**src/rtl/ahb_lite_master_arb.sv**
```systemverilog
// Two-master AHB-lite arbiter: one-entry address buffer per master, registered
// bus address phase, data-phase signals steered by a one-hot owner.
module ahb_lite_master_arb #(
    parameter int unsigned RR = 0,
    parameter int unsigned AW = 32
) (
    input  logic          HCLK,
    input  logic          HRESET,
    input  logic [AW-1:0] HADDR_M0,
    input  logic [1:0]    HTRANS_M0,
    input  logic          HWRITE_M0,
    input  logic [2:0]    HSIZE_M0,
    input  logic [31:0]   HWDATA_M0,
    output logic          HREADY_M0,
    output logic [31:0]   HRDATA_M0,
    input  logic [AW-1:0] HADDR_M1,
    input  logic [1:0]    HTRANS_M1,
    input  logic          HWRITE_M1,
    input  logic [2:0]    HSIZE_M1,
    input  logic [31:0]   HWDATA_M1,
    output logic          HREADY_M1,
    output logic [31:0]   HRDATA_M1,
    output logic [AW-1:0] HADDR,
    output logic [1:0]    HTRANS,
    output logic          HWRITE,
    output logic [2:0]    HSIZE,
    output logic [31:0]   HWDATA,
    input  logic          HREADY,
    input  logic [31:0]   HRDATA,
    output logic [1:0]    DP_OWNER
);
    typedef enum logic [1:0] {ST_IDLE, ST_PEND, ST_ADDR, ST_DATA} state_e;

    state_e        m0_state_q, m0_state_d;
    state_e        m1_state_q, m1_state_d;
    logic [AW-1:0] m0_addr_q, m0_addr_d, m1_addr_q, m1_addr_d;
    logic          m0_write_q, m0_write_d, m1_write_q, m1_write_d;
    logic [2:0]    m0_size_q, m0_size_d, m1_size_q, m1_size_d;
    logic [AW-1:0] haddr_q, haddr_d;
    logic [1:0]    htrans_q, htrans_d;
    logic          hwrite_q, hwrite_d;
    logic [2:0]    hsize_q, hsize_d;
    logic          last_grant_q, last_grant_d;

    logic req_m0, req_m1, pend_m0, pend_m1;
    logic grant_m1, load, cap_m0, cap_m1;
    logic unused_trans;

    // SEQ is reissued as NONSEQ, so only the request bit of HTRANS matters.
    assign unused_trans = HTRANS_M0[0] ^ HTRANS_M1[0];

    function automatic state_e next_state(input state_e cur, input logic req,
                                          input logic granted, input logic rdy);
        state_e nxt;
        nxt = cur;
        case (cur)
            ST_IDLE: if (req) nxt = ST_PEND;
            ST_PEND: if (granted) nxt = ST_ADDR;
            ST_ADDR: if (rdy) nxt = ST_DATA;
            ST_DATA: if (rdy) nxt = req ? ST_PEND : ST_IDLE;
            default: nxt = ST_IDLE;
        endcase
        return nxt;
    endfunction

    always_comb begin
        req_m0  = HTRANS_M0[1];
        req_m1  = HTRANS_M1[1];
        pend_m0 = (m0_state_q == ST_PEND);
        pend_m1 = (m1_state_q == ST_PEND);
        load    = HREADY && (pend_m0 || pend_m1);

        // A lone candidate always wins; the mode only breaks ties.
        if (pend_m0 && pend_m1) grant_m1 = (RR != 0) ? ~last_grant_q : 1'b0;
        else                    grant_m1 = pend_m1;

        cap_m0 = req_m0 && ((m0_state_q == ST_IDLE) || ((m0_state_q == ST_DATA) && HREADY));
        cap_m1 = req_m1 && ((m1_state_q == ST_IDLE) || ((m1_state_q == ST_DATA) && HREADY));

        m0_state_d = next_state(m0_state_q, req_m0, load && !grant_m1, HREADY);
        m1_state_d = next_state(m1_state_q, req_m1, load && grant_m1, HREADY);

        m0_addr_d  = cap_m0 ? HADDR_M0  : m0_addr_q;
        m0_write_d = cap_m0 ? HWRITE_M0 : m0_write_q;
        m0_size_d  = cap_m0 ? HSIZE_M0  : m0_size_q;
        m1_addr_d  = cap_m1 ? HADDR_M1  : m1_addr_q;
        m1_write_d = cap_m1 ? HWRITE_M1 : m1_write_q;
        m1_size_d  = cap_m1 ? HSIZE_M1  : m1_size_q;

        haddr_d      = haddr_q;
        htrans_d     = htrans_q;
        hwrite_d     = hwrite_q;
        hsize_d      = hsize_q;
        last_grant_d = last_grant_q;
        if (load) begin
            haddr_d      = grant_m1 ? m1_addr_q  : m0_addr_q;
            hwrite_d     = grant_m1 ? m1_write_q : m0_write_q;
            hsize_d      = grant_m1 ? m1_size_q  : m0_size_q;
            htrans_d     = 2'b10;
            last_grant_d = grant_m1;
        end else if (HREADY) begin
            htrans_d = 2'b00;
        end
    end

    always_ff @(posedge HCLK) begin
        if (HRESET) begin
            m0_state_q   <= ST_IDLE;
            m1_state_q   <= ST_IDLE;
            m0_addr_q    <= '0;
            m0_write_q   <= 1'b0;
            m0_size_q    <= '0;
            m1_addr_q    <= '0;
            m1_write_q   <= 1'b0;
            m1_size_q    <= '0;
            haddr_q      <= '0;
            htrans_q     <= 2'b00;
            hwrite_q     <= 1'b0;
            hsize_q      <= '0;
            last_grant_q <= 1'b1;
        end else begin
            m0_state_q   <= m0_state_d;
            m1_state_q   <= m1_state_d;
            m0_addr_q    <= m0_addr_d;
            m0_write_q   <= m0_write_d;
            m0_size_q    <= m0_size_d;
            m1_addr_q    <= m1_addr_d;
            m1_write_q   <= m1_write_d;
            m1_size_q    <= m1_size_d;
            haddr_q      <= haddr_d;
            htrans_q     <= htrans_d;
            hwrite_q     <= hwrite_d;
            hsize_q      <= hsize_d;
            last_grant_q <= last_grant_d;
        end
    end

    always_comb begin
        DP_OWNER  = {m1_state_q == ST_DATA, m0_state_q == ST_DATA};
        HREADY_M0 = (m0_state_q == ST_IDLE) || ((m0_state_q == ST_DATA) && HREADY);
        HREADY_M1 = (m1_state_q == ST_IDLE) || ((m1_state_q == ST_DATA) && HREADY);
        HRDATA_M0 = HRDATA;
        HRDATA_M1 = HRDATA;
        if (DP_OWNER[0])      HWDATA = HWDATA_M0;
        else if (DP_OWNER[1]) HWDATA = HWDATA_M1;
        else                  HWDATA = '0;
        HADDR  = haddr_q;
        HTRANS = htrans_q;
        HWRITE = hwrite_q;
        HSIZE  = hsize_q;
    end
endmodule

```
**config.mk**
```make
export PLATFORM = sky130hd
export DESIGN_NAME = ahb_lite_master_arb
export DESIGN_NICKNAME = d
export VERILOG_FILES = /design/src/rtl/ahb_lite_master_arb.sv
export SDC_FILE = /design/constraint.sdc
export NUM_CORES = 1
export LEC_CHECK = 0
export CORE_AREA = 2 2 124 126
export DETAILED_ROUTE_END_ITERATION = 12
export DIE_AREA = 0 0 126 128
export GPL_TIMING_DRIVEN = 0
export PLACE_DENSITY = 0.8
export SETUP_SLACK_MARGIN = 0.02
export SYNTH_ARGS = -nofsm -noshare
export SYNTH_HDL_FRONTEND = slang
export SYNTH_SLANG_ARGS = --single-unit
```
**constraint.sdc**
```tcl
create_clock -name HCLK -period 2.25 [get_ports HCLK]
set_clock_uncertainty 0.15 [all_clocks]
set_input_delay 0.45 -clock HCLK [delete_from_list [all_inputs] [get_ports HCLK]]
set_output_delay 0.45 -clock HCLK [all_outputs]
set_load 0.01 [all_outputs]
```
==> impl_metrics.py, run 1 <==
metrics = {
    "run_status": {
        "status": "complete, no violations",
    },
    "worst_hold_path": {
        "hp-class": "flip-flop to flip-flop",
    },
    "sta": {
        "slew_viol_final": 0,
        "final.setup.worst_slack_ns": 0.0617,
        "setup_viol": 0,
        "min_period_ns": 2.19,
        "finalHoldViolations": 0,
        "rsz0062_at_grt": "true",
        "fmax_mhz": 457,
        "worst_pin_slew_ns": 0.593,
        "relSlewSlack_pct": 60.5,
        "finalCritPeriodShare_pct": 97.3,
    },
    "drt": {
        "drc": 0,
        "drt_first_pass_iters": 7,
        "wl_per_cell_um": 17.1,
        "vias": 6345,
        "vias_per_cell": 5.23,
        "ant_nets": 0,
        "finalWirelength_mm": 20.7,
        "drt_iter0_drc": 739,
    },
    "logic_synthesis": {
        "yosys_warnings": 0,
        "synth_area_mm2": 0.00569,
        "ys_seq_elements": 113,
        "synth_area_per_cell_um2": 8.01,
        "syn-instance-count": 710,
        "seq_area_frac_synth_pct": 39.8,
        "synthesis.nets": 895,
        "ys_types": 35,
    },
    "cts": {
        "cts_sinks": 113,
        "clock_latency_ns": 0.41,
        "cts-hold-fix-buffers": 0,
        "clockBufferDepth": 2,
        "htree_levels": 4,
        "clockRootBuffer": "clkbuf_16",
        "numCtsBuffers": 17,
        "clk_pin_slew_worst_paths_ns": 0.05,
        "cts_tree": "done",
    },
    "pwr": {
        "seqPwrFrac_pct": 28.5,
        "power_switching_share_pct": 36.2,
        "max-vdd-ir-drop_v": 0.000693,
        "power.internal_mw": 6.33,
        "powerDensity_mw_per_mm2": 1050,
        "comb_power_share_pct": 44.0,
        "power_switching_mw": 3.59,
        "p_clk_share_pct": 27.5,
        "leakage_nw": 3.64,
    },
    "setup_path": {
        "cp-end-kind": "output port",
        "required_ns": 1.65,
        "crit_fanout": 10,
        "start_kind": "flip-flop",
        "setup.worst_path.class": "flip-flop to output port",
        "critPathArrivalTime_ns": 1.59,
    },
    "cells_and_area": {
        "fillers": 1280,
        "diodes": 0,
        "stdcell_area_mm2": 0.00941,
        "multi_input_area_mm2": 0.00265,
        "drive_gt1_share_pct": 19.1,
        "fin_nets": 1197,
        "ff_latch_area_mm2": 0.00228,
        "utilization_pct": 63.3,
        "area_growth_pct": 65.4,
    },
    "place": {
        "dp_slack_ns": -0.784,
        "numPortBuffers": 275,
        "postPlaceCellArea_mm2": 0.00868,
        "dp_hpwl_mm": 15.1,
        "place.gp.congestion": 0.853,
    },
    "global_routing": {
        "grt_pass1_wl_mm": 31.9,
        "grt_max_degree": 19,
        "grt_pass1_vias": 6236,
        "track_usage_pct": 24.8,
        "overflow": 0,
        "antenna_found_initial": 0,
    },
    "job": {
        "maxCapViolations": 0,
    },
    "die": {
        "start_util_pct": 38.3,
        "core_mm2": 0.0149,
        "die-area_mm2": 0.0161,
        "io_pins": 313,
        "rows": 45,
        "die_y_um": 128,
        "die_x_um": 126,
    },
}
==> power groups by stage <==
stage	Sequential (mW)	Combinational [mW]	Clock [mW]
after global placement	2.80	4.00	0
final	2.83	4.37	2.73
after CTS	2.82	4.27	2.72
after detailed placement	2.83	4.07	0
after floorplan	2.86	2.27	0
after global routing	2.88	4.71	2.82
==> what timing repair did <==
item	in CTS	in global routing
gates cloned	0	1
endpoints found under the setup margin	35	31
gates resized for setup	211	25
pin swaps	3	4
buffers inserted	7	2
==> Yosys cell counts (all sizes together) <==
cell      n  area share, %
or2       1           0.11
o21ai   105            9.2
inv      10           0.66
o31ai     1           0.13
nor2     37            2.4
a211oi   37            4.9
nand3    72            6.3
nand4     1           0.11
nor2b     3           0.37
a41oi     1           0.15
clkbuf   28            1.8
a21o      1           0.13
mux2i    37            6.5
a21bo     1           0.18
a31o      1           0.15
buf     100             13
o21a      1           0.13
ha       10            2.2
o21bai    1           0.13
o32ai     1           0.15
nand2    66            4.4
or3       1           0.11
a21oi    76            6.8
nand2b    2           0.22
dfxtp   113             40
a221oi    1           0.15
a311oi    1           0.15
conb      1          0.066
==> path summary, 6_finish.rpt <==
| path | from | slack (ns) | to | cells after the start |
|---|---|---|---|---|
| worst max register to register | m0_state_q[1]$_SDFFE_PP0P_ | 0.20 | HADDR[16]$_SDFFE_PP0P_ | 6 |
| worst min-delay path | m1_addr_q[21]$_SDFFE_PP0P_ | 0.32 | m1_addr_q[21]$_SDFFE_PP0P_ | 2 |
| worst max-delay path | m1_state_q[0]$_SDFFE_PP0P_ | 0.06 | HWDATA[4] | 6 |
| worst min register to register | m1_addr_q[21]$_SDFFE_PP0P_ | 0.32 | m1_addr_q[21]$_SDFFE_PP0P_ | 2 |
==> flip-flops by register name (all words and copies together), names as in the netlist <==
register    cells
m0_state_q      2
m0_addr_q      32
m1_write_q      1
HSIZE           3
m0_size_q       3
HTRANS          1
HWRITE          1
m1_size_q       3
m0_write_q      1
m1_addr_q      32
m1_state_q      2
HADDR          32
==> per-layer routing <==
layer	part of all wire, %	vias up	track usage (%)	wire length [um]
li1	-	3026	-	-
met1	39	2911	29.9	8170
met2	50	358	42.9	10400
met3	8.3	50	6.22	1730
met4	2.3	0	8.99	482
met5	0	-	0	0
==> layout by cell type (no fill, tap or decap), types with 3 or more instances in the layout <==
| master | synthesis | layout |
|---|---|---|
| ha_1 | 10 | 6 |
| o21ai_0 | 105 | 84 |
| clkbuf_1 | 28 | 22 |
| clkbuf_16 | 0 | 20 |
| o21ai_2 | 0 | 5 |
| nor2_1 | 37 | 37 |
| nand3_1 | 72 | 72 |
| nand2_1 | 66 | 65 |
| buf_2 | 23 | 49 |
| dfxtp_4 | 0 | 4 |
| a21oi_1 | 74 | 74 |
| o21ai_1 | 0 | 16 |
| buf_6 | 1 | 6 |
| buf_12 | 3 | 4 |
| clkinv_2 | 0 | 4 |
| clkdlybuf4s50_1 | 0 | 240 |
| mux2i_1 | 37 | 37 |
| clkinv_4 | 0 | 4 |
| bufinv_16 | 0 | 3 |
| buf_4 | 67 | 76 |
| a211oi_1 | 37 | 37 |
| dfxtp_1 | 113 | 109 |
| buf_1 | 6 | 6 |
| inv_1 | 8 | 8 |
==> critical path, cell delays in order (launching register included) <==
cell       delay [ns]
dfxtp_4          0.37
ha_4             0.15
buf_12           0.13
clkbuf_16        0.15
nand2_4          0.05
o21ai_2          0.16
buf_2            0.16
==> kinds of logic (layout without fill, tap and decap cells) <==
| logic type | Yosys count | after routing | share of synthesized area (%) |
|---|---|---|---|
| other cells | 1 | 1 | 0.0659 |
| buf+inv | 138 | 453 | 15.0 |
| compound gates | 228 | 228 | 22.4 |
| mux | 37 | 37 | 6.51 |
| simple gates | 183 | 183 | 14.1 |
| flops | 113 | 113 | 39.8 |
| fa+ha+maj | 10 | 10 | 2.20 |
==> layout make-up <==
type | instances | share of cell area, %
Clock inverter | 13 | 1.71
Timing Repair Buffer | 285 | 28.3
Inverter | 10 | 0.479
Clock buffer | 19 | 4.71
Tap cell | 188 | 2.50
Sequential cell | 113 | 24.2
Multi-Input combinational cell | 459 | 28.1
Buffer | 126 | 9.97
==> metrics by stage <==
step	std cells	TNS (ns)	hold slack [ns]	total power, mW
final	1213	0	0.321	9.92
after floorplan	710	0	0.303	5.13
after CTS	1211	-0.00102	0.323	9.81
after global placement	1173	-22.69	0.310	6.80
after global routing	1213	-0.0217	0.341	10.4
after detailed placement	1173	-24.77	0.316	6.90
Power figures use the tool's default switching activity.
==> inputs of run 2 (changes only) <==
GPL_TIMING_DRIVEN = not set   (was 0)
==> impl_metrics.py, run 2 (synthesized netlist as in run 1, its figures left out) <==
metrics = {
    "pwr": {
        "max-vdd-ir-drop_v": 0.000545,
        "powerDensity_mw_per_mm2": 1140,
        "p_clk_share_pct": 28.0,
        "comb_power_share_pct": 42.3,
        "power_switching_share_pct": 36.4,
        "leakage_nw": 3.00,
        "power.internal_mw": 5.95,
        "power_mw": 9.35,
        "power_switching_mw": 3.40,
        "seqPwrFrac_pct": 29.7,
    },
    "drt": {
        "drc": 0,
        "ant_nets": 0,
        "wl_per_cell_um": 16.7,
        "vias_per_cell": 5.32,
        "drt_first_pass_iters": 5,
        "drt_iter0_drc": 473,
        "vias": 5584,
        "finalWirelength_mm": 17.6,
    },
    "place": {
        "numPortBuffers": 213,
        "postPlaceCellArea_mm2": 0.00759,
        "dp_hpwl_mm": 11.5,
        "dp_slack_ns": -0.178,
        "dp_cells": 1011,
        "place.gp.congestion": 0.790,
    },
    "worst_hold_path": {
        "hp-class": "primary input to flip-flop",
    },
    "cts": {
        "cts_sinks": 113,
        "clockBufferDepth": 2,
        "numCtsBuffers": 17,
        "clk_pin_slew_worst_paths_ns": 0.05,
        "clock_latency_ns": 0.41,
        "htree_levels": 4,
        "cts-hold-fix-buffers": 0,
        "cts_tree": "done",
        "clockRootBuffer": "clkbuf_16",
    },
    "setup_path": {
        "critPathMaxStageDelay_ns": 0.34,
        "critPathArrivalTime_ns": 1.60,
        "cpMaxStageDelayCell": "dfxtp_2",
        "required_ns": 1.65,
        "path_cells": "ha_4 -> buf_12 -> nand2_1 -> o21ai_2 -> buf_4 -> clkdlybuf4s15_2",
        "setup.worst_path.class": "flip-flop to output port",
        "cp-end-kind": "output port",
        "start_kind": "flip-flop",
        "crit_fanout": 13,
    },
    "global_routing": {
        "met3_usage_pct": 6.84,
        "track_usage_pct": 21.5,
        "grt_use_met1_pct": 25.1,
        "use_met2_pct": 36.9,
        "grt.busiest_layer": "met2",
        "grt_max_degree": 47,
        "grt_pass1_vias": 5562,
        "grt_pass1_wl_mm": 28.1,
        "antenna_found_initial": 1,
        "overflow": 0,
    },
    "die": {
        "die_y_um": 128,
        "die-area_mm2": 0.0161,
        "start_util_pct": 38.3,
        "die_x_um": 126,
        "core_mm2": 0.0149,
        "rows": 45,
        "io_pins": 313,
    },
    "run_status": {
        "status": "complete, no violations",
    },
    "sta": {
        "rsz0062_at_grt": "true",
        "finalHoldViolations": 0,
        "fin_tns_setup_ns": 0,
        "min_period_ns": 2.20,
        "fmax_mhz": 454,
        "setup_viol": 0,
        "holdWs_ns": 0.243,
        "final.setup.worst_slack_ns": 0.0495,
        "slew_viol_final": 0,
        "finalCritPeriodShare_pct": 97.8,
    },
    "cells_and_area": {
        "stdcell_count": 1049,
        "utilization_pct": 55.1,
        "multi_input_area_mm2": 0.00265,
        "drive_gt1_share_pct": 13.0,
        "stdcell_area_mm2": 0.00819,
        "fin_nets": 1032,
        "area_growth_pct": 43.9,
        "layout_common_cells": "clkdlybuf4s50_1 (174), dfxtp_1 (109), o21ai_0 (90)",
        "fillers": 1345,
        "final_common_cell": "clkdlybuf4s50_1",
        "ff_latch_area_mm2": 0.00227,
    },
    "job": {
        "maxCapViolations": 0,
    },
}
run 2: cell count changes in the layout (fill, tap and decap cells not counted), moves of 5 or more:
cell | before | now
clkdlybuf4s50_1 | 240 | 174
buf_4 | 76 | 22
buf_2 | 49 | 19
clkbuf_1 | 22 | 2
buf_1 | 6 | 0
buf_12 | 4 | 10
buf_6 | 6 | 0
o21ai_0 | 84 | 90
dlygate4sd2_1 | 1 | 6
o21ai_1 | 16 | 11
run 2: per-layer routing:
layer  wire (um)  up-vias
met5           0        -
met4         409        0
met3        1480       39
met2        8730      285
met1        6940     2567
li1            -     2693
run 2: area by class of cell:
cell class | count | area share [%]
diodes | 1 | 0.0306
clock buffers | 20 | 5.45
clock inverters | 12 | 1.62
inverters | 10 | 0.504
multi-input cells | 459 | 32.4
flip-flops and latches | 113 | 27.7
well taps | 188 | 2.87
repair buffers | 246 | 29.4
run 2: power by group through the flow:
stage	Sequential, mW	Clock (mW)	Combinational, mW
after floorplan	2.86	0	2.27
after global placement	2.77	0	3.82
after detailed placement	2.79	0	3.87
after CTS	2.78	2.65	3.91
after global routing	2.84	2.75	4.27
final	2.78	2.62	3.95
run 2: path summary, 6_finish.rpt:
kind / cells after the start / slack, ns / startpoint / endpoint
worst max register to register: 7 / 0.22 / m0_state_q[1]$_SDFFE_PP0P_ / HADDR[26]$_SDFFE_PP0P_
worst max-delay path: 6 / 0.05 / m1_state_q[1]$_SDFFE_PP0P_ / HWDATA[4]
worst min-delay path: 3 / 0.24 / HTRANS_M1[1] / m1_addr_q[31]$_SDFFE_PP0P_
worst min register to register: 2 / 0.32 / m1_addr_q[3]$_SDFFE_PP0P_ / m1_addr_q[3]$_SDFFE_PP0P_
run 2: critical path: cells and delay by family (launching register included):
| kind | cells | cell delay, ns |
|---|---|---|
| buffers and inverters | 3 | 0.49 |
| DFF | 1 | 0.34 |
| adders and majority gates | 1 | 0.15 |
| AOI/OAI and AO/OA | 1 | 0.13 |
| and+or+nand+nor | 1 | 0.08 |
run 2: repair_timing:
item	in CTS	in global routing
setup buffers	3	1
endpoints found under the setup margin	36	22
gates resized for setup	116	31
cloned	1	0
pin swaps	2	1
==> inputs of run 3 (changes only) <==
CTS_CLUSTER_SIZE = 40   (was not set)
==> results of run 3 <==
The final DEF is identical to that of run 2; final timing and power are the same.
